`src/rtl/seg_scan_driver.sv`:
```
// Multiplexed N-digit seven-segment scanner: frame-synchronous value loading,
// leading-zero blanking, optional hex glyphs, per-digit blink, anode dead time.
module seg_scan_driver #(
    parameter int unsigned NUM_DIGITS   = 4,
    parameter int unsigned SCAN_DIV     = 50000,
    parameter int unsigned BLINK_FRAMES = 128,
    parameter bit          HEX_EN       = 1'b0
) (
    input  logic                    clk,
    input  logic                    reset,
    input  logic [4*NUM_DIGITS-1:0] digits_in,
    input  logic                    load,
    input  logic                    blank_lz,
    input  logic [NUM_DIGITS-1:0]   blink_mask,
    output logic [6:0]              seg,
    output logic [NUM_DIGITS-1:0]   an,
    output logic                    frame_done
);

    localparam int unsigned PW = $clog2(SCAN_DIV);
    localparam int unsigned IW = $clog2(NUM_DIGITS);
    localparam int unsigned FW = (BLINK_FRAMES > 1) ? $clog2(BLINK_FRAMES) : 1;
    localparam logic [PW-1:0] PRE_LAST = PW'(SCAN_DIV - 1);
    localparam logic [IW-1:0] IDX_LAST = IW'(NUM_DIGITS - 1);
    localparam logic [FW-1:0] FRM_LAST = FW'(BLINK_FRAMES - 1);

    logic [PW-1:0]           presc_q, presc_d;
    logic [IW-1:0]           idx_q, idx_d;
    logic [4*NUM_DIGITS-1:0] staging_q, staging_d;
    logic [4*NUM_DIGITS-1:0] active_q, active_d;
    logic [FW-1:0]           frame_q, frame_d;
    logic                    phase_q, phase_d;
    logic [6:0]              seg_q, seg_d;
    logic [NUM_DIGITS-1:0]   an_q, an_d;
    logic                    done_q, done_d;

    logic                    slot_tick, wrap, all_zero;
    logic [3:0]              nibble;
    logic [NUM_DIGITS-1:0]   lz_vec, blank_vec;

    function automatic logic [6:0] decode(input logic [3:0] v);
        case (v)
            4'h0:    decode = 7'b1000000;
            4'h1:    decode = 7'b1111001;
            4'h2:    decode = 7'b0100100;
            4'h3:    decode = 7'b0110000;
            4'h4:    decode = 7'b0011001;
            4'h5:    decode = 7'b0010010;
            4'h6:    decode = 7'b0000010;
            4'h7:    decode = 7'b1111000;
            4'h8:    decode = 7'b0000000;
            4'h9:    decode = 7'b0010000;
            4'hA:    decode = HEX_EN ? 7'b0001000 : 7'b1111111;
            4'hB:    decode = HEX_EN ? 7'b0000011 : 7'b1111111;
            4'hC:    decode = HEX_EN ? 7'b1000110 : 7'b1111111;
            4'hD:    decode = HEX_EN ? 7'b0100001 : 7'b1111111;
            4'hE:    decode = HEX_EN ? 7'b0000110 : 7'b1111111;
            default: decode = HEX_EN ? 7'b0001110 : 7'b1111111;
        endcase
    endfunction

    // Scan timing, load staging and blink phase
    always_comb begin
        slot_tick = (presc_q == PRE_LAST);
        wrap      = slot_tick && (idx_q == IDX_LAST);
        presc_d   = slot_tick ? '0 : presc_q + PW'(1);
        idx_d     = idx_q;
        staging_d = load ? digits_in : staging_q;
        active_d  = active_q;
        frame_d   = frame_q;
        phase_d   = phase_q;
        done_d    = wrap;
        if (wrap) begin
            idx_d    = '0;
            active_d = load ? digits_in : staging_q;
            if (frame_q == FRM_LAST) begin
                frame_d = '0;
                phase_d = ~phase_q;
            end else begin
                frame_d = frame_q + FW'(1);
            end
        end else if (slot_tick) begin
            idx_d = idx_q + IW'(1);
        end
    end

    // Leading-zero run scanned from the top slot down; slot 0 never joins it
    always_comb begin
        all_zero = 1'b1;
        lz_vec   = '0;
        for (int unsigned i = 1; i < NUM_DIGITS; i++) begin
            all_zero = all_zero & (active_q[4*(NUM_DIGITS-i) +: 4] == 4'd0);
            lz_vec[NUM_DIGITS-i] = all_zero;
        end
    end

    always_comb begin
        blank_vec = (lz_vec & {NUM_DIGITS{blank_lz}})
                  | (blink_mask & {NUM_DIGITS{~phase_q}});
        nibble    = active_q[{idx_q, 2'b00} +: 4];
        seg_d     = blank_vec[idx_q] ? 7'b1111111 : decode(nibble);
        an_d      = '1;
        if (presc_q != '0) begin
            an_d[idx_q] = 1'b0;
        end
    end

    always_ff @(posedge clk) begin
        if (reset) begin
            presc_q   <= '0;
            idx_q     <= '0;
            staging_q <= '0;
            active_q  <= '0;
            frame_q   <= '0;
            phase_q   <= 1'b1;
            seg_q     <= '1;
            an_q      <= '1;
            done_q    <= 1'b0;
        end else begin
            presc_q   <= presc_d;
            idx_q     <= idx_d;
            staging_q <= staging_d;
            active_q  <= active_d;
            frame_q   <= frame_d;
            phase_q   <= phase_d;
            seg_q     <= seg_d;
            an_q      <= an_d;
            done_q    <= done_d;
        end
    end

    assign seg        = seg_q;
    assign an         = an_q;
    assign frame_done = done_q;

endmodule

```
`config.mk`:
```
export PLATFORM = sky130hd
export DESIGN_NAME = seg_scan_driver
export DESIGN_NICKNAME = d
export VERILOG_FILES = /design/src/rtl/seg_scan_driver.sv
export SDC_FILE = /design/constraint.sdc
export NUM_CORES = 1
export LEC_CHECK = 0
export CAP_MARGIN = 20
export CORE_MARGIN = 2
export CORE_UTILIZATION = 36
export CTS_CLUSTER_DIAMETER = 200
export DETAILED_ROUTE_END_ITERATION = 10
export HOLD_SLACK_MARGIN = 0.08
export PLACE_DENSITY = 0.64
export SYNTH_ARGS = -nofsm -noshare
export SYNTH_HDL_FRONTEND = slang
export SYNTH_SLANG_ARGS = --single-unit
```
`constraint.sdc`:
```
create_clock -name clk -period 5.2 [get_ports clk]
set_input_delay 1.04 -clock clk [delete_from_list [all_inputs] [get_ports clk]]
set_output_delay 1.04 -clock clk [all_outputs]
set_load 0.01 [all_outputs]
```
# After elaboration in Yosys (flattened, before gate mapping)
# Memory sizes are Yosys's and may differ from the RTL's. A register that Yosys moved wholly into a read port is not among the register bits.
# Cells that the tools add are included.
# Widths: inputs -> output; s select.
# word_totals
reg_bits	63
latchBits	0
ramBits	0
romBits	112
in_bits	24
output_inout_bits	12
elab_cells	43
memories	1
# op_classes
add_sub_neg	3
multipliers	0
n_div	0
n_lt_le_gt_ge	2
eq_ne	3
shifts	1
mux	6
n_bitwise	8
n_reduce_logical	11
# mem_list
name	words	word_bits	rd	rd_clocked_by_memory_dff	write_ports	line	text
(no name shown)	16	7	1	1	0	42	case (v)
# op_table
operator	count
$add 16x1->16 const B	1
$eq 16x16->1 const B	1
$mux 16	1
$reduce_bool 16->1	1
$shiftx 16x5->4	1
$logic_not 4->1	3
$and 4x4->4	2
$reduce_or 2->1	4
$add 7x1->7 const B	1
$eq 7x7->1 const B	1
$mux 7	1
$not 4->4	1
$or 4x4->4	1
$lt 2x3->1 const B	1
$add 2x1->2 const B	1
$and 1x1->1	2
$bmux 1 s2	1
$demux 1 s2	1
$eq 2x2->1 const B	1
$ge 2x1->1 const B	1
$logic_and 1x1->1	2
$mux 1	2
$not 1->1	2
$reduce_and 2->1	1

# Depth between registers and ports, before layout
# Gate-level depths: netlist of run 1.
# depth
ltp_word	8
mapped_depth	7

# Worst setup path after synthesis of run 1
# OpenSTA, ideal clock, no wires.
# synth_timing
kind	input-to-reg
start	input port load
end	register active_q[6]
setup_ns	0.128
arrival_time_ns	2.415
slack_ns	2.657
path_stages	6
path_cell_list	clkbuf_1 -> clkbuf_1 -> mux2i_1 -> nor2_1 -> a21o_1 -> nor2b_1
# synth_between
elab_chain_len	1
# synth_lines
item	line	text
from (decl)	12	input logic load,
$mux 16	75	active_d = load ? digits_in : staging_q;
to (signal assigned)	123	active_q <= active_d;
to (decl)	30	logic [4*NUM_DIGITS-1:0] active_q, active_d;
# No other way between the ends.
# A chain may end at the register's enable or synchronous reset.

# Worst setup path after layout of run 1
# layout_timing
start	register idx_q[0]
end	register frame_q[5]
# layout_between
elab_chain_len	2
# layout_lines
item	line	text
from (decl)	28	logic [IW-1:0] idx_q, idx_d;
from (signal assigned)	121	idx_q <= idx_d;
$eq 2x2->1	65	wrap = slot_tick && (idx_q == IDX_LAST);
$logic_and 1x1->1	65	
to (signal assigned)	124	frame_q <= frame_d;
to (decl)	31	logic [FW-1:0] frame_q, frame_d;
# No other way between the ends.

==> results of run 1 <==
stage by stage:
step,hold WS [ns],worst slack [ns],power [W],utilization (%)
finish,0.4637,2.320,0.001150,45.52
global route,0.5041,2.101,0.001196,45.52
CTS,0.4729,2.297,0.001161,45.52
detailed placement,0.4567,2.208,0.0006285,42.52
global placement,0.4416,2.253,0.0006274,42.52
floorplan,0.4258,2.657,0.0005961,-
power breakdown:
group / switching, W / internal (W) / leakage, nW
registers: 0.00000446 / 0.000548 / 0.570
clock network: 0.000204 / 0.000331 / 0.126
logic: 0.0000285 / 0.0000338 / 0.908
total: 0.000237 / 0.000913 / 1.60
synthesized netlist by cell type (all sizes together), types with 4 or more instances:
library cell / instances / area [sq um]
mux2i: 19 / 190.2
and3: 6 / 37.54
a21oi: 12 / 60.06
clkbuf: 13 / 48.80
or3: 4 / 25.02
nor4: 7 / 65.06
dfxtp: 70 / 1401
o21ai: 8 / 40.04
nor2: 62 / 232.7
nand2: 18 / 67.56
xor2: 9 / 78.83
a21o: 16 / 120.1
nand4: 7 / 43.79
inv: 11 / 41.29
ha: 12 / 150.1
xnor2: 7 / 61.31
nor2b: 17 / 106.4
sequential cells by signal (all words and copies together), names as in the netlist:
| name | count |
|---|---|
| idx_q | 2 |
| phase_q | 1 |
| staging_q | 16 |
| an | 4 |
| active_q | 16 |
| frame_q | 7 |
| frame_done | 1 |
| presc_q | 16 |
| seg | 7 |
how the worst max path moves through the flow:
stage	startpoint	end	depth (start not counted)
detailed placement	load	active_q[4]$_SDFFE_PP0P_	5
finish	idx_q[0]$_SDFFE_PP0P_	frame_q[5]$_SDFFE_PP0P_	5
CTS	idx_q[0]$_SDFFE_PP0P_	frame_q[5]$_SDFFE_PP0P_	5
floorplan	load	active_q[6]$_SDFFE_PP0P_	6
global route	idx_q[0]$_SDFFE_PP0P_	frame_q[5]$_SDFFE_PP0P_	5
global placement	load	active_q[4]$_SDFFE_PP0P_	5
layout make-up:
type | instances | area (sq um) | share of cell area [%]
clock buffer | 10 | 137.6 | 3.680
multi-input combinational | 234 | 1562 | 41.75
sequential | 70 | 1401 | 37.47
inverter | 11 | 41.29 | 1.104
tap | 105 | 131.4 | 3.513
clock inverter | 6 | 108.9 | 2.911
timing repair buffer | 36 | 357.8 | 9.568
layer usage:
layer / share of wire [%] / wire length [um]
met1: 46 / 2714
met2: 48 / 2857
met3: 4.5 / 269
met4: 1.6 / 96
met5: 0 / 0
cell families (layout without fill, tap and decap cells):
logic type,count (synthesis),count (layout)
DFF,70,70
muxes,24,24
AOI/OAI and AO/OA,46,46
xor gates and xnor gates,16,16
buffers and inverters,25,63
adders and majority gates,12,12
and+or+nand+nor,136,136
==> qor.txt, run 1 <==
status: completed
DP Area: 0.003493 sq mm
Die Area: 0.009244 sq mm
CTS HTree Levels: 3
CTS max path bufs: 2
post-synthesis simple-gate area fraction: 22.80%
GRT met2 Usage: 22.92%
Worst Hold End: presc_q[0]$_SDFF_PP0_
Synth Area in Compound Gates: 9.619%
Die X: 96.15 um
Core Region: 0.008217 sq mm
Post-CTS Setup Inserts: 0
drt pass-1 iters: 4
DRC viols: 0
origin of the worst min-delay path: presc_q[0]$_SDFF_PP0_
CP Class: register to register
register bit total from synthesis: 70
clock latency on the worst-skew pair: 0.34 ns
post-synthesis xor/xnor area fraction: 4.585%
wire per inst: 12.58 um
Final Cell Area: 0.003740 sq mm
worst slew pin tran: 0.9200 ns
global routing met1 resource utilization: 17.19%
worst relative slew slack: 38.47%
post-route minimum period: 2.880 ns
crit-path cells: ha_1 -> or4b_1 -> or4_4 -> or4b_1 -> a21oi_1
hold depth: 1
Pwr Density: 307.4 mW/mm^2
first-pass GRT wire length: 9839 um
period utilization: 55.39%
clk root buf: clkbuf_8
WL final: 5938 um
Post-Syn Instances: 329
gr busiest metal: met2
Max VDD drop: 0.0001149 V
synth unique cells: 37
max-slew violations: 0
initial DRC count: 112
crit-path leading delay family: simple AND/OR/NAND/NOR gates
reg-to-reg critical path startpoint: idx_q[0]$_SDFFE_PP0P_
Setup Viol. Count Final: 0
largest fanout on the critical path: 22
cell mode on critical path: or4b_1
setup_tns: 0 ns
CTS tree: yes
via/cell ratio: 4.949
hold_buf cts: 0
EDFF count, synth: 0
Max-Cap Viols: 0
via count: 2336
Worst path slowest cell: dfxtp_1
GR met3 Demand/Resource: 3.837%
Synth warnings: 0
Largest stage delay, worst path: 0.68 ns
CTS resizes: 0
ys async rst share: 0%
commonest non-fill, non-tap cells in the layout: dfxtp_1, nor2_1, clkdlybuf4s50_1
CP Capture Type: register
Congestion Overflow GR: 0
Mapped Area: 0.003057 sq mm
mux share of post-synthesis cell area: 9.169%
gr usage total: 13.95%
FF-to-FF setup slack: 2.32 ns
fmax: 347.2 MHz
Routed Antenna Nets: 0
Die Height: 96.15 um
Seq/Total Area, Yosys: 45.85%
Post-Layout Cell Count: 472
largest family of logic cells by synthesized area: simple AND/OR/NAND/NOR gates
terminus of the critical flop-to-flop path: frame_q[5]$_SDFFE_PP0P_
# placed instances: 456
fill cell count: 808
Clock Sinks: 70
Critical Path Source Type: register
largest net degree at the start of global routing: 49
Fin. Hold Viols: 0
most common cell after layout, fill and taps aside: dfxtp_1
number of buffers created by CTS: 9
RSZ-0062 raised after global routing: no
routability cong.: 0.8193
CP required: 5.47 ns
HPWL after detailed placement: 4174 um
worst r2r path cells: 5
leakage: 1.604 nW
area grow syn2layout: 22.35%
Syn Area/Cell: 9.291 sq um
Crit path buffers/inverters: 0
Mapped Nets: 365
clock slew at reported path FFs: 0.07 ns
I/O Buffers: 35
layout cells sized above 1: 7.357%
Nets: 398
FP Rows: 33
Arrival @ worst endpoint: 3.15 ns
Post-Synth Adder-Cell Area: 4.912%
Synth Flop Type: dfxtp_1
diode count: 0
vias in the first global route: 2131
initial antenna violation count: 0
Initial Utilization: 37.20%
hold crit path type: register to register
final clock skew: 0.008070 ns
I/O Pins: 36
(Power assumes the default switching activity.)
==> run 2: changes to the inputs <==
Clock period 5.2 ns to 2.7 ns, I/O delays scaled along.
==> qor.txt, run 2 (synthesized netlist as in run 1, its figures left out) <==
Routed Antenna Nets: 0 (unchanged)
FP Rows: 33 (unchanged)
commonest non-fill, non-tap cells in the layout: dfxtp_1, nor2_1, clkdlybuf4s50_1 (unchanged)
drt pass-1 iters: 4 (unchanged)
Arrival @ worst endpoint: 2.60 ns (was 3.15 ns)
Nets: 406 (was 398)
most common cell after layout, fill and taps aside: dfxtp_1 (unchanged)
initial antenna violation count: 0 (unchanged)
Worst path slowest cell: or4_4 (was dfxtp_1)
fmax: 430.8 MHz (was 347.2 MHz)
Sw Share: 19.78% (was 20.59%)
period utilization: 85.98% (was 55.39%)
worst slew pin tran: 0.5634 ns (was 0.9200 ns)
CP Class: register to register (unchanged)
Crit path buffers/inverters: 1 (was 0)
clock slew at reported path FFs: 0.07 ns (about the same)
Critical Path Source Type: register (unchanged)
Die Area: 0.009244 sq mm (unchanged)
Max VDD drop: 0.0002859 V (was 0.0001149 V)
Psw: 0.0004572 W (was 0.0002367 W)
gr usage total: 14.79% (was 13.95%)
CTS max path bufs: 2 (unchanged)
number of buffers created by CTS: 9 (unchanged)
clock latency on the worst-skew pair: 0.34 ns (about the same)
max-slew violations: 0 (unchanged)
final design utilization: 46.54% (was 45.52%)
WL final: 6143 um (was 5938 um)
layout cells sized above 1: 9.333% (was 7.357%)
CTS HTree Levels: 3 (unchanged)
Pwr Density: 604.4 mW/mm^2 (was 307.4 mW/mm^2)
DRC viols: 0 (unchanged)
via/cell ratio: 4.946 (was 4.949)
Congestion Overflow GR: 0 (unchanged)
hold crit path type: register to register (unchanged)
wire per inst: 12.80 um (was 12.58 um)
final clock skew: 0.006405 ns (was 0.008070 ns)
crit-path cells: or4_4 -> or4_4 -> buf_4 -> or3_1 -> a21oi_1 (was ha_1 -> or4b_1 -> or4_4 -> or4b_1 -> a21oi_1)
Die Height: 96.15 um (unchanged)
initial DRC count: 58 (was 112)
CP Capture Type: register (unchanged)
post-route minimum period: 2.321 ns (was 2.880 ns)
cell mode on critical path: or4_4 (was or4b_1)
Fin. Hold Viols: 0 (unchanged)
CP required: 2.97 ns (was 5.47 ns)
Reg power frac: 46.1% (was 48.1%)
hold_buf cts: 0 (unchanged)
Clock Sinks: 70 (unchanged)
setup_tns: 0 ns (unchanged)
Die X: 96.15 um (unchanged)
Largest stage delay, worst path: 0.61 ns (was 0.68 ns)
CTS tree: yes (unchanged)
via count: 2374 (was 2336)
leakage: 1.651 nW (was 1.604 nW)
area grow syn2layout: 25.09% (was 22.35%)
Internal Pwr Total: 0.001854 W (was 0.0009129 W)
Max-Cap Viols: 0 (unchanged)
Top Registers: active_q: 16 flops, presc_q: 16 flops, staging_q: 16 flops (unchanged)
I/O Pins: 36 (unchanged)
combinational share of power: 5.3% (was 5.4%)
Initial Utilization: 37.20% (unchanged)
largest net degree at the start of global routing: 33 (was 49)
area of the multi-input gates: 0.001562 sq mm (unchanged)
diode count: 0 (unchanged)
Post-CTS Setup Inserts: 0 (unchanged)
clk root buf: clkbuf_8 (unchanged)
Core Region: 0.008217 sq mm (unchanged)
HPWL after detailed placement: 4384 um (was 4174 um)
CTS resizes: 0 (unchanged)
fill cell count: 783 (was 808)
RSZ-0062 raised after global routing: no (unchanged)
routability cong.: 0.8284 (was 0.8193)
status: completed (unchanged)
clock share of power: 48.6% (was 46.5%)
vias in the first global route: 2383 (was 2131)
Setup Viol. Count Final: 0 (unchanged)
crit-path leading delay family: simple AND/OR/NAND/NOR gates (unchanged)
worst relative slew slack: 62.35% (was 38.47%)
largest fanout on the critical path: 17 (was 22)
first-pass GRT wire length: 10570 um (was 9839 um)
I/O Buffers: 35 (unchanged)
sequential cell area: 0.001401 sq mm (unchanged)
[run 2: cell types whose count changed in the layout (fill, tap and decap cells not counted), sizes merged]
cell,before,now
clkinv,3,1
buf,1,9
clkinvlp,0,1
bufinv,3,4
[run 2: layout make-up]
type | count | share of cell area [%]
Clock inverter | 6 | 3.469
Multi-Input combinational cell | 234 | 40.84
Clock buffer | 10 | 3.599
Inverter | 11 | 1.080
Tap cell | 105 | 3.436
Timing Repair Buffer | 44 | 10.93
Sequential cell | 70 | 36.65
[run 2: path summary, 6_finish.rpt]
kind / from / cells after the start / slack [ns] / to
worst max register to register: presc_q[7]$_SDFF_PP0_ / 5 / 0.38 / frame_q[0]$_SDFFE_PP0P_
worst max-delay path: presc_q[7]$_SDFF_PP0_ / 5 / 0.38 / frame_q[0]$_SDFFE_PP0P_
worst min-delay path: presc_q[0]$_SDFF_PP0_ / 1 / 0.49 / presc_q[0]$_SDFF_PP0_
worst min register to register: presc_q[0]$_SDFF_PP0_ / 1 / 0.49 / presc_q[0]$_SDFF_PP0_
[run 2: worst register-to-register path: cells and delay by family (launching register included)]
kind	cells	cell delay, ns
AO/OA/AOI/OAI	1	0.14
buffers and inverters	1	0.23
flip-flops	1	0.35
AND/OR/NAND/NOR	3	1.56
[run 2: layer usage]
| layer | vias to the layer above | part of all wire (%) | global-route usage (%) |
|---|---|---|---|
| li1 | 1207 | - | - |
| met1 | 1115 | 47 | 17.08 |
| met2 | 40 | 46 | 25.00 |
| met3 | 12 | 4.8 | 5.012 |
| met4 | 0 | 2.3 | 5.952 |
| met5 | - | 0 | 0 |
[run 2: stage by stage]
| step | setup WS, ns | std cells | power (W) | cell area [sq um] | hold WS, ns |
|---|---|---|---|---|---|
| 4_1_cts | 0.3662 | 480 | 0.002333 | 3824 | 0.4922 |
| 5_1_grt | 0.2570 | 480 | 0.002402 | 3824 | 0.5277 |
| 2_1_floorplan | 0.4193 | 329 | 0.001148 | 3057 | 0.4258 |
| 6_report | 0.3786 | 480 | 0.002311 | 3824 | 0.4858 |
| 3_5_place_dp | 0.3914 | 464 | 0.001213 | 3553 | 0.4752 |
| 3_3_place_gp | 0.4323 | 464 | 0.001213 | 3553 | 0.4393 |
[run 2: power groups by stage]
stage / combinational, W / clock, W / sequential [W]
floorplan: 0.0000575 / 0 / 0.00109
CTS: 0.000125 / 0.00114 / 0.00107
global route: 0.000138 / 0.00120 / 0.00107
finish: 0.000123 / 0.00112 / 0.00106
detailed placement: 0.000124 / 0 / 0.00109
global placement: 0.000124 / 0 / 0.00109
==> run 3: changes to the inputs <==
Settings changed: CTS_BUF_LIST from default to sky130_fd_sc_hd__clkbuf_8, RECOVER_POWER from default to 50.
==> qor.txt, run 3 (synthesized netlist as in run 1, its figures left out) <==
status: completed (unchanged)
drt pass-1 iters: 4 (unchanged)
commonest non-fill, non-tap cells in the layout: dfxtp_1, nor2_1, clkdlybuf4s50_1 (unchanged)
vias in the first global route: 2383 (unchanged)
Routed Antenna Nets: 0 (unchanged)
hold crit path type: register to register (unchanged)
via count: 2365 (was 2374)
Worst path slowest cell: or4_4 (unchanged)
clk root buf: clkbuf_8 (unchanged)
diode count: 0 (unchanged)
HPWL after detailed placement: 4384 um (unchanged)
leakage: 1.633 nW (was 1.651 nW)
routed wl met3: 284 um (was 293 um)
Pwr Density: 604.3 mW/mm^2 (was 604.4 mW/mm^2)
Fin. Hold Viols: 0 (unchanged)
DRC viols: 0 (unchanged)
CTS resizes: 0 (unchanged)
wire per inst: 12.77 um (was 12.80 um)
crit-path cells: or4_4 -> or4_4 -> buf_4 -> or3_1 -> a21oi_1 (unchanged)
Setup Viol. Count Final: 0 (unchanged)
Initial Utilization: 37.20% (unchanged)
hold_buf cts: 0 (unchanged)
CTS max path bufs: 2 (unchanged)
gr usage total: 14.79% (unchanged)
Post-CTS Setup Inserts: 0 (unchanged)
Setup WS pre-CTS: 0.3914 ns (unchanged)
crit-path leading delay family: simple AND/OR/NAND/NOR gates (unchanged)
FF-to-FF setup slack: 0.36 ns (was 0.38 ns)
worst relative slew slack: 11.01% (was 62.35%)
Top Registers: active_q: 16 flops, presc_q: 16 flops, staging_q: 16 flops (unchanged)
RSZ-0062 raised after global routing: no (unchanged)
FP Rows: 33 (unchanged)
Internal Pwr Total: 0.001850 W (was 0.001854 W)
CTS HTree Levels: 3 (unchanged)
clock slew at reported path FFs: 0.07 ns (about the same)
Max-Cap Viols: 0 (unchanged)
period utilization: 86.54% (was 85.98%)
WL met2: 2844 um (was 2825 um)
Crit path buffers/inverters: 1 (unchanged)
CP Capture Type: register (unchanged)
cell mode on critical path: or4_4 (unchanged)
post-route minimum period: 2.337 ns (was 2.321 ns)
Largest stage delay, worst path: 0.61 ns (about the same)
setup ws final: 0.3634 ns (was 0.3786 ns)
max layer used: met4 (unchanged)
combinational share of power: 5.2% (was 5.3%)
Max VDD drop: 0.0002858 V (was 0.0002859 V)
Die Height: 96.15 um (unchanged)
I/O Buffers: 35 (unchanged)
largest net degree at the start of global routing: 33 (unchanged)
area grow syn2layout: 24.85% (was 25.09%)
Congestion Overflow GR: 0 (unchanged)
final clock skew: 0.006449 ns (was 0.006405 ns)
layout cells sized above 1: 8.533% (was 9.333%)
Core Region: 0.008217 sq mm (unchanged)
Clock Sinks: 70 (unchanged)
Sw Share: 19.77% (was 19.78%)
clock latency on the worst-skew pair: 0.34 ns (about the same)
first-pass GRT wire length: 10570 um (unchanged)
WL final: 6129 um (was 6143 um)
routability cong.: 0.8284 (unchanged)
max-slew violations: 0 (unchanged)
fmax: 428.0 MHz (was 430.8 MHz)
met1 WL: 2859 um (was 2884 um)
setup_tns: 0 ns (unchanged)
Nets: 406 (unchanged)
CTS tree: yes (unchanged)
Die Area: 0.009244 sq mm (unchanged)
I/O Pins: 36 (unchanged)
CP required: 2.96 ns (was 2.97 ns)
largest fanout on the critical path: 17 (unchanged)
worst slew pin tran: 1.335 ns (was 0.5634 ns)
Die X: 96.15 um (unchanged)
via/cell ratio: 4.927 (was 4.946)
number of buffers created by CTS: 9 (unchanged)
Reg power frac: 46.2% (was 46.1%)
Psw: 0.0004560 W (was 0.0004572 W)
Arrival @ worst endpoint: 2.59 ns (was 2.60 ns)
initial DRC count: 81 (was 58)
initial antenna violation count: 0 (unchanged)
clock share of power: 48.7% (was 48.6%)
Critical Path Source Type: register (unchanged)
CP Class: register to register (unchanged)
most common cell after layout, fill and taps aside: dfxtp_1 (unchanged)
[run 3: routing by layer]
metal	global-route usage, %	vias up
li1	-	1209
met1	17.08	1098
met2	25.00	46
met3	5.012	12
met4	5.952	0
met5	0	-
[run 3: through the flow]
step / power [W] / utilization [%] / instances / area, sq um / hold WS [ns]
final: 0.002306 / 46.44 / 480 / 3816 / 0.4858
after global routing: 0.002398 / 46.44 / 480 / 3816 / 0.5277
after floorplan: 0.001148 / - / 329 / 3057 / 0.4258
after global placement: 0.001213 / 43.25 / 464 / 3553 / 0.4393
after detailed placement: 0.001213 / 43.25 / 464 / 3553 / 0.4752
after CTS: 0.002333 / 46.54 / 480 / 3824 / 0.4922
[run 3: layout make-up]
class / count / area [sq um]
tap: 105 / 131.4
timing repair buffer: 44 / 410.4
inverter: 11 / 41.29
clock buffer: 10 / 137.6
fill: 785 / 4400
clock inverter: 6 / 132.6
multi-input combinational: 234 / 1562
sequential: 70 / 1401
[run 3: worst paths after layout]
| kind | from | endpoint | cells after the start |
|---|---|---|---|
| setup / recovery | presc_q[7]$_SDFF_PP0_ | frame_q[0]$_SDFFE_PP0P_ | 5 |
| hold / removal | presc_q[0]$_SDFF_PP0_ | presc_q[0]$_SDFF_PP0_ | 1 |
| setup reg to reg | presc_q[7]$_SDFF_PP0_ | frame_q[0]$_SDFFE_PP0P_ | 5 |
| hold reg to reg | presc_q[0]$_SDFF_PP0_ | presc_q[0]$_SDFF_PP0_ | 1 |
[run 3: power groups by stage]
stage	clock network, W	logic, W	registers, W
finish	0.00112	0.000120	0.00106
global route	0.00120	0.000134	0.00107
CTS	0.00114	0.000125	0.00107
detailed placement	0	0.000124	0.00109
global placement	0	0.000124	0.00109
floorplan	0	0.0000575	0.00109
